## config.mk

```make
export PLATFORM = sky130hd
export DESIGN_NAME = pwm_capture
export DESIGN_NICKNAME = d
export VERILOG_FILES = /design/src/rtl/pwm_capture_pkg.sv /design/src/rtl/pwm_in_sync.sv /design/src/rtl/pwm_capture.sv
export SDC_FILE = /design/constraint.sdc
export NUM_CORES = 1
export LEC_CHECK = 0
export ABC_CLOCK_PERIOD_IN_PS = 2100
export CAP_MARGIN = 30
export CORE_AREA = 2 2 81 83
export DETAILED_ROUTE_END_ITERATION = 12
export DIE_AREA = 0 0 83 85
export HOLD_SLACK_MARGIN = 0.03
export PLACE_DENSITY = 0.66
export SYNTH_ARGS = -nofsm -noshare
export SYNTH_HDL_FRONTEND = slang
export SYNTH_SLANG_ARGS = --single-unit
```

## constraint.sdc

```tcl
create_clock -name clk -period 2.1 [get_ports clk]
set_clock_uncertainty 0.2 [all_clocks]
set_input_delay 0.21 -clock clk [delete_from_list [all_inputs] [get_ports clk]]
set_output_delay 0.21 -clock clk [all_outputs]
set_load 0.1 [all_outputs]
```

## src/rtl/pwm_capture_pkg.sv

```systemverilog
// rtl/pwm_capture_pkg.sv - shared state encoding and register bit positions for pwm_capture
package pwm_capture_pkg;

  typedef enum logic [1:0] {
    IDLE    = 2'd0,
    ARM     = 2'd1,
    MEASURE = 2'd2
  } state_e;

  localparam int LEVEL_BIT   = 29;
  localparam int OVF_BIT     = 30;
  localparam int VALID_BIT   = 31;

  localparam int EN_BIT      = 0;
  localparam int CLR_OVF_BIT = 1;
  localparam int IRQ_EN_BIT  = 2;

endpackage

```

## src/rtl/pwm_in_sync.sv

```systemverilog
// rtl/pwm_in_sync.sv - 2-flop synchronizer plus delay flop with rise/fall strobes
module pwm_in_sync (
  input  logic clk,
  input  logic reset,
  input  logic async_i,
  output logic s_o,
  output logic rise_o,
  output logic fall_o
);

  logic meta_q;
  logic s_q;
  logic s_dly_q;

  always_ff @(posedge clk) begin
    if (reset) begin
      meta_q  <= 1'b0;
      s_q     <= 1'b0;
      s_dly_q <= 1'b0;
    end else begin
      meta_q  <= async_i;
      s_q     <= meta_q;
      s_dly_q <= s_q;
    end
  end

  assign s_o    = s_q;
  assign rise_o = s_q & ~s_dly_q;
  assign fall_o = ~s_q & s_dly_q;

endmodule

```

## src/rtl/pwm_capture.sv

```systemverilog
// rtl/pwm_capture.sv - memory-mapped PWM period/high-time decoder
// Optional irq output and irq_en bit when PWM_CAPTURE_IRQ_EN is defined.
module pwm_capture
  import pwm_capture_pkg::*;
#(
  parameter int CNT_W = 12
) (
  input  logic        clk,
  input  logic        reset,
  input  logic        sel,
  input  logic        wstrb,
  input  logic        rstrb,
  input  logic [31:0] wdata,
  output logic [31:0] rdata,
  input  logic        pwm_in
`ifdef PWM_CAPTURE_IRQ_EN
  ,output logic       irq
`endif
);

  localparam logic [CNT_W-1:0] CNT_MAX = '1;
  localparam logic [CNT_W-1:0] CNT_ONE = 1;

  state_e state_q, state_d;
  logic [CNT_W-1:0] cnt_q, cnt_d;
  logic [CNT_W-1:0] period_q, period_d;
  logic [CNT_W-1:0] high_q, high_d;
  logic [CNT_W-1:0] high_lat_q, high_lat_d;
  logic valid_q, valid_d;
  logic ovf_q, ovf_d;
  logic en_q, en_d;

  logic s, rise, fall;
  logic wr, rd;
  logic wr_disable, wr_arm, wr_force;
  logic capture, sat;

  pwm_in_sync u_sync (
    .clk    (clk),
    .reset  (reset),
    .async_i(pwm_in),
    .s_o    (s),
    .rise_o (rise),
    .fall_o (fall)
  );

  assign wr = sel & wstrb;
  assign rd = sel & rstrb;

  // A write that changes the enable overrides whatever the measurement would do this cycle.
  assign wr_disable = wr & ~wdata[EN_BIT];
  assign wr_arm     = wr & wdata[EN_BIT] & ~en_q;
  assign wr_force   = wr_disable | wr_arm;

  assign capture = (state_q == MEASURE) & rise & ~wr_force;
  assign sat     = (state_q == MEASURE) & ~rise & (cnt_q == CNT_MAX);

  always_ff @(posedge clk) begin
    if (reset) state_q <= IDLE;
    else       state_q <= state_d;
  end

  always_comb begin
    state_d = state_q;
    if (wr_disable) begin
      state_d = IDLE;
    end else if (wr_arm) begin
      state_d = ARM;
    end else begin
      case (state_q)
        IDLE:    state_d = IDLE;
        ARM:     if (rise) state_d = MEASURE;
        MEASURE: if (sat) state_d = ARM;
        default: state_d = IDLE;
      endcase
    end
  end

  always_comb begin
    cnt_d      = cnt_q;
    period_d   = period_q;
    high_d     = high_q;
    high_lat_d = high_lat_q;
    if (wr_force) begin
      cnt_d = '0;
    end else begin
      case (state_q)
        ARM:     cnt_d = rise ? CNT_ONE : '0;
        MEASURE: begin
          if (rise)     cnt_d = CNT_ONE;
          else if (sat) cnt_d = '0;
          else          cnt_d = cnt_q + CNT_ONE;
          if (fall) high_lat_d = cnt_q;
        end
        default: cnt_d = '0;
      endcase
    end
    if (capture) begin
      period_d = cnt_q;
      high_d   = high_lat_q;
    end
    valid_d = capture ? 1'b1 : (rd ? 1'b0 : valid_q);
    // Saturation set wins over a same-cycle software clear.
    ovf_d   = sat ? 1'b1 : ((wr & wdata[CLR_OVF_BIT]) ? 1'b0 : ovf_q);
    en_d    = wr ? wdata[EN_BIT] : en_q;
  end

  always_ff @(posedge clk) begin
    if (reset) begin
      cnt_q      <= '0;
      period_q   <= '0;
      high_q     <= '0;
      high_lat_q <= '0;
      valid_q    <= 1'b0;
      ovf_q      <= 1'b0;
      en_q       <= 1'b0;
    end else begin
      cnt_q      <= cnt_d;
      period_q   <= period_d;
      high_q     <= high_d;
      high_lat_q <= high_lat_d;
      valid_q    <= valid_d;
      ovf_q      <= ovf_d;
      en_q       <= en_d;
    end
  end

  always_comb begin
    rdata                         = '0;
    rdata[CNT_W-1:0]              = period_q;
    rdata[2*CNT_W-1 -: CNT_W]     = high_q;
    rdata[LEVEL_BIT]              = s;
    rdata[OVF_BIT]                = ovf_q;
    rdata[VALID_BIT]              = valid_q;
  end

`ifdef PWM_CAPTURE_IRQ_EN
  logic irq_en_q;
  logic irq_q;

  always_ff @(posedge clk) begin
    if (reset) begin
      irq_en_q <= 1'b0;
      irq_q    <= 1'b0;
    end else begin
      if (wr) irq_en_q <= wdata[IRQ_EN_BIT];
      irq_q <= irq_en_q & (valid_q | ovf_q);
    end
  end

  assign irq = irq_q;

  logic unused_wdata;
  assign unused_wdata = ^wdata[31:3];
`else
  logic unused_wdata;
  assign unused_wdata = ^wdata[31:2];
`endif

endmodule

```

==> run summary, run 1 <==
Clock tree buffer depth -> 2
Io pins -> 70
CTS Buf Count -> 5
Fill cells -> 601
TNS Setup -> 0 ns
#FFs+latches synth -> 56
CP required -> 2.10 ns
Worst Path Arrival -> 1.88 ns
Resized Gates After CTS -> 0
Chip width -> 83 um
Tcrit/Tclk final -> 89.3%
Final hold violations -> 0
Register area -> 1120 um^2
Post-Syn Instances -> 257
Post-CTS setup buffer count -> 0
1st-pass router iterations -> 4
Top cells by area, synth -> dfxtp_1, nand2_1, a21oi_1
Reg-to-reg setup timing slack -> 0.23 ns
Vias/cell -> 4.70
Post-synth top cells -> nand2_1, dfxtp_1, a21oi_1
Psw -> 422 uW
Warnings from Yosys -> 0
CP Class -> reg -> reg
Hold depth -> 1
Number of synthesized flops with an enable pin -> 0
Switching share of power -> 24.1%
Hold Path Sink -> u_sync.s_o$_SDFF_PP0_
Via Count -> 1731
Minimum clock period -> 1.87 ns
Crit. End Element -> flip-flop
Yosys cell types -> 38
Initial antenna violation count -> 0
Reg-to-reg endpoint -> cnt_q[11]$_SDFF_PP0_
Leakage power -> 0.00107 uW
Max-cap violations -> 0
Register area share after synthesis -> 48.7%
Clock Power Share -> 33.2%
Dpl hpwl -> 2990 um
Worst R2R Path Depth -> 5
Row cnt -> 29
Nets@finish -> 331
Die height -> 85 um
DRC Markers -> 0
Min-delay src -> u_sync.meta_q$_SDFF_PP0_
Port buffer count -> 34
GRT Overall Usage -> 13.1%
Clk slew on worst S/H paths -> 0.10 ns
Comb pwr share -> 5.8%
Top FF cell, synth -> dfxtp_1
FF-to-FF Start -> cnt_q[1]$_SDFF_PP0_
H-tree Lvls -> 2
Synth top area share -> 48.7%
Gr ovfl total -> 0
Hold Crit Class -> reg -> reg
Async set-reset flop share out of synthesis -> 0%
Power density over the cells -> 639 nW/um^2
Worst Slack Setup Final -> 0.225 ns
Dpl ws -> 0.161 ns
Status -> completed
Sequential share of power -> 61.1%
Pin count of the biggest net entering global routing -> 26
RSZ-0062 raised after global routing -> no
Global-route wire length before repair -> 7640 um
Fraction of layout cells with a size suffix above 1 -> 18.2%
Peak VDD IR -> 0.257 mV
Final WL -> 4320 um
Core area -> 6200 um^2
Most frequent cell after synthesis -> nand2_1
CTS tree -> done
Pins Over Slew Limit -> 0
Clk sinks -> 56
Area growth syn-to-layout -> 18.9%
Post-synth top area cell -> dfxtp_1
Routed len/inst -> 11.7 um
Vias in the first global route -> 1615
Final setup viols -> 0
Initial core utilization -> 37.1%
CTS root buf -> clkbuf_8
ANT cells -> 0
Syn Area/Cell -> 8.95 um^2
Multi-input logic area -> 1040 um^2
Cell Area, Synth -> 2300 um^2
CP Max Fanout -> 10
Crit path launch type -> flip-flop
DRT iter0 DRCs -> 75
Later-pin clock latency in the skew report -> 0.31 ns
RePlAce Congestion -> 0.809
Post-DRT Antenna Nets -> 0
Die ar. -> 7060 um^2
Hold_ws -> 0.245 ns
Hold-fix buffers, CTS -> 0
Fin util -> 44.1%
Fmax -> 0.533 GHz
Power Internal -> 1330 uW
cell usage in the layout (no fill, tap or decap), drive strengths merged, types with 2 or more instances in the layout:
cell	netlist	final
nor3	2	2
buf	17	35
ha	3	3
nand4	5	5
and4	3	3
clkdlybuf4s50	0	7
o21ai	2	2
inv	6	6
a21oi	29	29
and2	3	3
nor2b	3	3
a211oi	2	2
dfxtp	56	56
mux2i	12	12
nor2	26	26
conb	1	5
xor2	9	9
nand3	6	6
clkbuf	3	6
nand2	58	58
cell type report:
class / instances / area share (%)
flip-flops and latches: 56 / 41.0
multi-input cells: 179 / 37.9
repair buffers: 42 / 13.5
well taps: 77 / 3.52
clock buffers: 6 / 2.65
inverters: 6 / 0.823
clock inverters: 2 / 0.595
power by group through the flow:
stage / Combinational, uW / Clock, uW / Sequential (uW)
2_1_floorplan: 85.5 / 0 / 1090
5_1_grt: 107 / 646 / 1070
3_3_place_gp: 101 / 0 / 1090
6_report: 101 / 580 / 1070
3_5_place_dp: 101 / 0 / 1090
4_1_cts: 102 / 605 / 1070
flip-flops by register name, indices dropped and copies added, names as in the netlist:
name and flops:
valid_q 1, state_q 2, ovf_q 1, high_lat_q 12, en_q 1, period_q 12, cnt_q 12, u_sync.s_o 1
u_sync.s_dly_q 1, u_sync.meta_q 1, high_q 12
per-layer routing:
metal	track usage, %	wire (um)	vias up
met3	3.89	193	7
met2	20.2	1890	40
met5	0	0	-
met4	4.92	72	0
li1	-	-	902
met1	17.6	2170	782
worst max-delay path by stage:
| stage | endpoint | from | cells after the start |
|---|---|---|---|
| after floorplan | state_q[1]$_SDFFE_PP0P_ | state_q[0]$_SDFFE_PP0P_ | 7 |
| after global placement | cnt_q[6]$_SDFF_PP0_ | sel | 5 |
| after detailed placement | cnt_q[4]$_SDFF_PP0_ | sel | 5 |
| after CTS | period_q[3]$_SDFFE_PP0P_ | state_q[0]$_SDFFE_PP0P_ | 7 |
| after global routing | cnt_q[7]$_SDFF_PP0_ | cnt_q[1]$_SDFF_PP0_ | 5 |
| final | cnt_q[11]$_SDFF_PP0_ | cnt_q[1]$_SDFF_PP0_ | 5 |
through the flow:
step / std cells / power, uW / instance area, um^2
floorplan: 261 / 1180 / 2310
global placement: 360 / 1190 / 2650
CTS: 368 / 1780 / 2740
global route: 368 / 1820 / 2740
detailed placement: 360 / 1190 / 2650
finish: 368 / 1750 / 2740
logic make-up after synthesis:
family	Yosys count	synth area share, %
other	1	0.163
buffers and inverters	26	6.85
adder cells (fa/ha/maj)	3	1.63
XOR/XNOR	10	3.81
flip-flops	56	48.7
multiplexers	12	5.22
AND/OR/NAND/NOR	111	22.3
AO/OA/AOI/OAI	38	11.3
critical path, stage by stage, from the launching register on:
cell	delay [ns]
dfxtp_1	0.41
ha_1	0.24
and4_1	0.31
nand4_2	0.23
nand4_2	0.30
nor2_1	0.08
No activity file was read; power rests on OpenSTA's default activity.
==> run 2, diff against run 1 <==
--- a/config.mk
+++ b/config.mk
@@ -14,4 +14,5 @@
 export PLACE_DENSITY = 0.66
 export SYNTH_ARGS = -nofsm -noshare
 export SYNTH_HDL_FRONTEND = slang
+export SYNTH_HIERARCHICAL = 1
 export SYNTH_SLANG_ARGS = --single-unit
==> run summary, run 2 <==
Initial core utilization -> 36.8% (was 37.1%)
Io pins -> 70 (unchanged)
Post-DRT Antenna Nets -> 0 (unchanged)
Worst R2R Path Depth -> 5 (unchanged)
Reg-to-reg setup timing slack -> 0.18 ns (was 0.23 ns)
Gr ovfl total -> 0 (unchanged)
Core area -> 6200 um^2 (unchanged)
Min-delay src -> u_sync/meta_q$_SDFF_PP0_ (was u_sync.meta_q$_SDFF_PP0_)
CTS tree -> done (unchanged)
Leakage power -> 0.00136 uW (was 0.00107 uW)
Tcrit/Tclk final -> 91.4% (was 89.3%)
Minimum clock period -> 1.92 ns (was 1.87 ns)
WP depth -> 5 (unchanged)
Port buffer count -> 34 (unchanged)
Synth top area share -> 49.1% (was 48.7%)
TNS Setup -> 0 ns (unchanged)
Commonest non-fill, non-tap cell in the layout -> dfxtp_1 (was nand2_1)
CP max-delay cell -> or4_4 (was dfxtp_1)
Global-route wire length before repair -> 7310 um (was 7640 um)
Clock tree buffer depth -> 2 (unchanged)
Hold Crit Class -> reg -> reg (unchanged)
Power density over the cells -> 631 nW/um^2 (was 639 nW/um^2)
Fmax -> 0.521 GHz (was 0.533 GHz)
Via Count -> 1682 (was 1731)
CP Class -> reg -> reg (unchanged)
Syn Area/Cell -> 9.83 um^2 (was 8.95 um^2)
DRT iter0 DRCs -> 64 (was 75)
Hold_ws -> 0.242 ns (was 0.245 ns)
Register area share after synthesis -> 49.1% (was 48.7%)
Pin count of the biggest net entering global routing -> 46 (was 26)
Top FF cell, synth -> dfxtp_1 (unchanged)
Reg-to-reg endpoint -> state_q[0]$_SDFFE_PP0P_ (was cnt_q[11]$_SDFF_PP0_)
Peak VDD IR -> 0.283 mV (was 0.257 mV)
Post-synth top area cell -> dfxtp_1 (unchanged)
Fraction of layout cells with a size suffix above 1 -> 21.4% (was 18.2%)
Vias in the first global route -> 1571 (was 1615)
H-tree Lvls -> 2 (unchanged)
Clk sinks -> 56 (unchanged)
CP Max Fanout -> 5 (was 10)
Routed len/inst -> 11.9 um (was 11.7 um)
Warnings from Yosys -> 6 (was 0)
Final WL -> 4240 um (was 4320 um)
Most frequent cell after synthesis -> dfxtp_1 (was nand2_1)
Worst Path Arrival -> 1.91 ns (was 1.88 ns)
Die ar. -> 7060 um^2 (unchanged)
Async set-reset flop share out of synthesis -> 0% (unchanged)
Resized Gates After CTS -> 0 (unchanged)
ANT cells -> 0 (unchanged)
Critical-path cell list -> ha_1 -> nand3_1 -> or4_4 -> a2111oi_4 -> nor3b_1 (was ha_1 -> and4_1 -> nand4_2 -> nand4_2 -> nor2_1)
Final setup viols -> 0 (unchanged)
Top cells by area, synth -> dfxtp_1, mux2i_1, nor2_1 (was dfxtp_1, nand2_1, a21oi_1)
CP required -> 2.09 ns (was 2.10 ns)
FF-to-FF Start -> cnt_q[0]$_SDFF_PP0_ (was cnt_q[1]$_SDFF_PP0_)
DRC Markers -> 0 (unchanged)
Chip width -> 83 um (unchanged)
Post-CTS setup buffer count -> 0 (unchanged)
Status -> completed (unchanged)
Vias/cell -> 4.71 (was 4.70)
Most frequent cells in the layout -> dfxtp_1, nor2_1, buf_4 (was nand2_1, dfxtp_1, buf_4)
Initial antenna violation count -> 0 (unchanged)
GRT Overall Usage -> 12.9% (was 13.1%)
Dpl hpwl -> 3090 um (was 2990 um)
CTS root buf -> clkbuf_8 (unchanged)
Post-Syn Instances -> 232 (was 257)
Area growth syn-to-layout -> 23.2% (was 18.9%)
CTS Buf Count -> 5 (unchanged)
Max-cap violations -> 0 (unchanged)
Post-synth top cells -> dfxtp_1, nor2_1, mux2i_1 (was nand2_1, dfxtp_1, a21oi_1)
Later-pin clock latency in the skew report -> 0.30 ns (was 0.31 ns)
Crit. End Element -> flip-flop (unchanged)
RePlAce Congestion -> 0.747 (was 0.809)
Yosys cell types -> 37 (was 38)
Row cnt -> 29 (unchanged)
Clk slew on worst S/H paths -> 0.09 ns (was 0.10 ns)
Hold-fix buffers, CTS -> 0 (unchanged)
1st-pass router iterations -> 6 (was 4)
Nets@finish -> 321 (was 331)
Crit path largest cell delay -> 0.55 ns (was 0.41 ns)
Crit path launch type -> flip-flop (unchanged)
Die height -> 85 um (unchanged)
Hold Path Sink -> u_sync/s_o$_SDFF_PP0_ (was u_sync.s_o$_SDFF_PP0_)
Worst Path Buf+Inv -> 0 (unchanged)
Hold depth -> 1 (unchanged)
Delay-heaviest family, CP -> simple AND/OR/NAND/NOR gates (unchanged)
Pins Over Slew Limit -> 0 (unchanged)
Cell Area, Synth -> 2280 um^2 (was 2300 um^2)
Number of synthesized flops with an enable pin -> 0 (unchanged)
Final hold violations -> 0 (unchanged)
#FFs+latches synth -> 56 (unchanged)
RSZ-0062 raised after global routing -> no (unchanged)
run 2: cell count changes in the layout (fill, tap and decap cells not counted), moves of 3 or more:
cell	previous run	this run
mux2i_1	12	36
a21oi_1	29	2
xnor2_1	1	5
nand2_1	57	9
nor2_1	26	50
nor2b_1	3	6
buf_12	3	0
xor2_1	9	5
buf_4	32	48
run 2: kinds of logic after synthesis:
group | Yosys count | share of synthesized area (%)
and+or+nand+nor | 87 | 17.8
DFF | 56 | 49.1
muxes | 36 | 15.8
buffers and inverters | 23 | 5.49
AOI/OAI and AO/OA | 15 | 5.60
xor gates and xnor gates | 10 | 3.84
adders and majority gates | 4 | 2.19
other | 1 | 0.164
run 2: worst max-delay path by stage:
stage / from / endpoint / slack [ns]
6_report: cnt_q[0]$_SDFF_PP0_ / state_q[0]$_SDFFE_PP0P_ / 0.18
5_1_grt: state_q[0]$_SDFFE_PP0P_ / cnt_q[10]$_SDFF_PP0_ / 0.06
4_1_cts: cnt_q[0]$_SDFF_PP0_ / state_q[0]$_SDFFE_PP0P_ / 0.06
3_5_place_dp: cnt_q[0]$_SDFF_PP0_ / state_q[0]$_SDFFE_PP0P_ / 0.08
3_3_place_gp: cnt_q[0]$_SDFF_PP0_ / state_q[0]$_SDFFE_PP0P_ / 0.07
2_1_floorplan: cnt_q[0]$_SDFF_PP0_ / state_q[0]$_SDFFE_PP0P_ / 0.1
run 2: power breakdown:
group          switching, uW  internal [uW]
combinational           77.7           31.7
clock                    328            269
sequential              2.57           1070
total                    408           1370
run 2: final cells by class:
type                       instances  area [um^2]
tap                               77         96.3
multi-input combinational        157         1050
inverter                           4         15.0
fill                             617         3390
timing repair buffer              55          430
clock inverter                     1         7.51
sequential                        56         1120
clock buffer                       7         86.3
run 2: per-layer routing:
metal	GRT usage, %	vias up	share of wire [%]	routed length, um
li1	-	862	-	-
met1	16.7	783	48	2050
met2	20.5	33	45	1920
met3	3.40	4	4.6	195
met4	5.37	0	1.9	82
met5	0	-	0	0
run 2: metrics by stage:
stage / std cells / utilization (%) / area (um^2) / worst slack (ns) / total power (uW)
after floorplan: 236 / - / 2300 / 0.0978 / 1180
after global placement: 349 / 43.7 / 2710 / 0.0705 / 1200
after detailed placement: 349 / 43.7 / 2710 / 0.0834 / 1200
after CTS: 357 / 45.2 / 2810 / 0.0631 / 1800
after global routing: 357 / 45.3 / 2810 / 0.0593 / 1840
final: 357 / 45.3 / 2810 / 0.180 / 1770
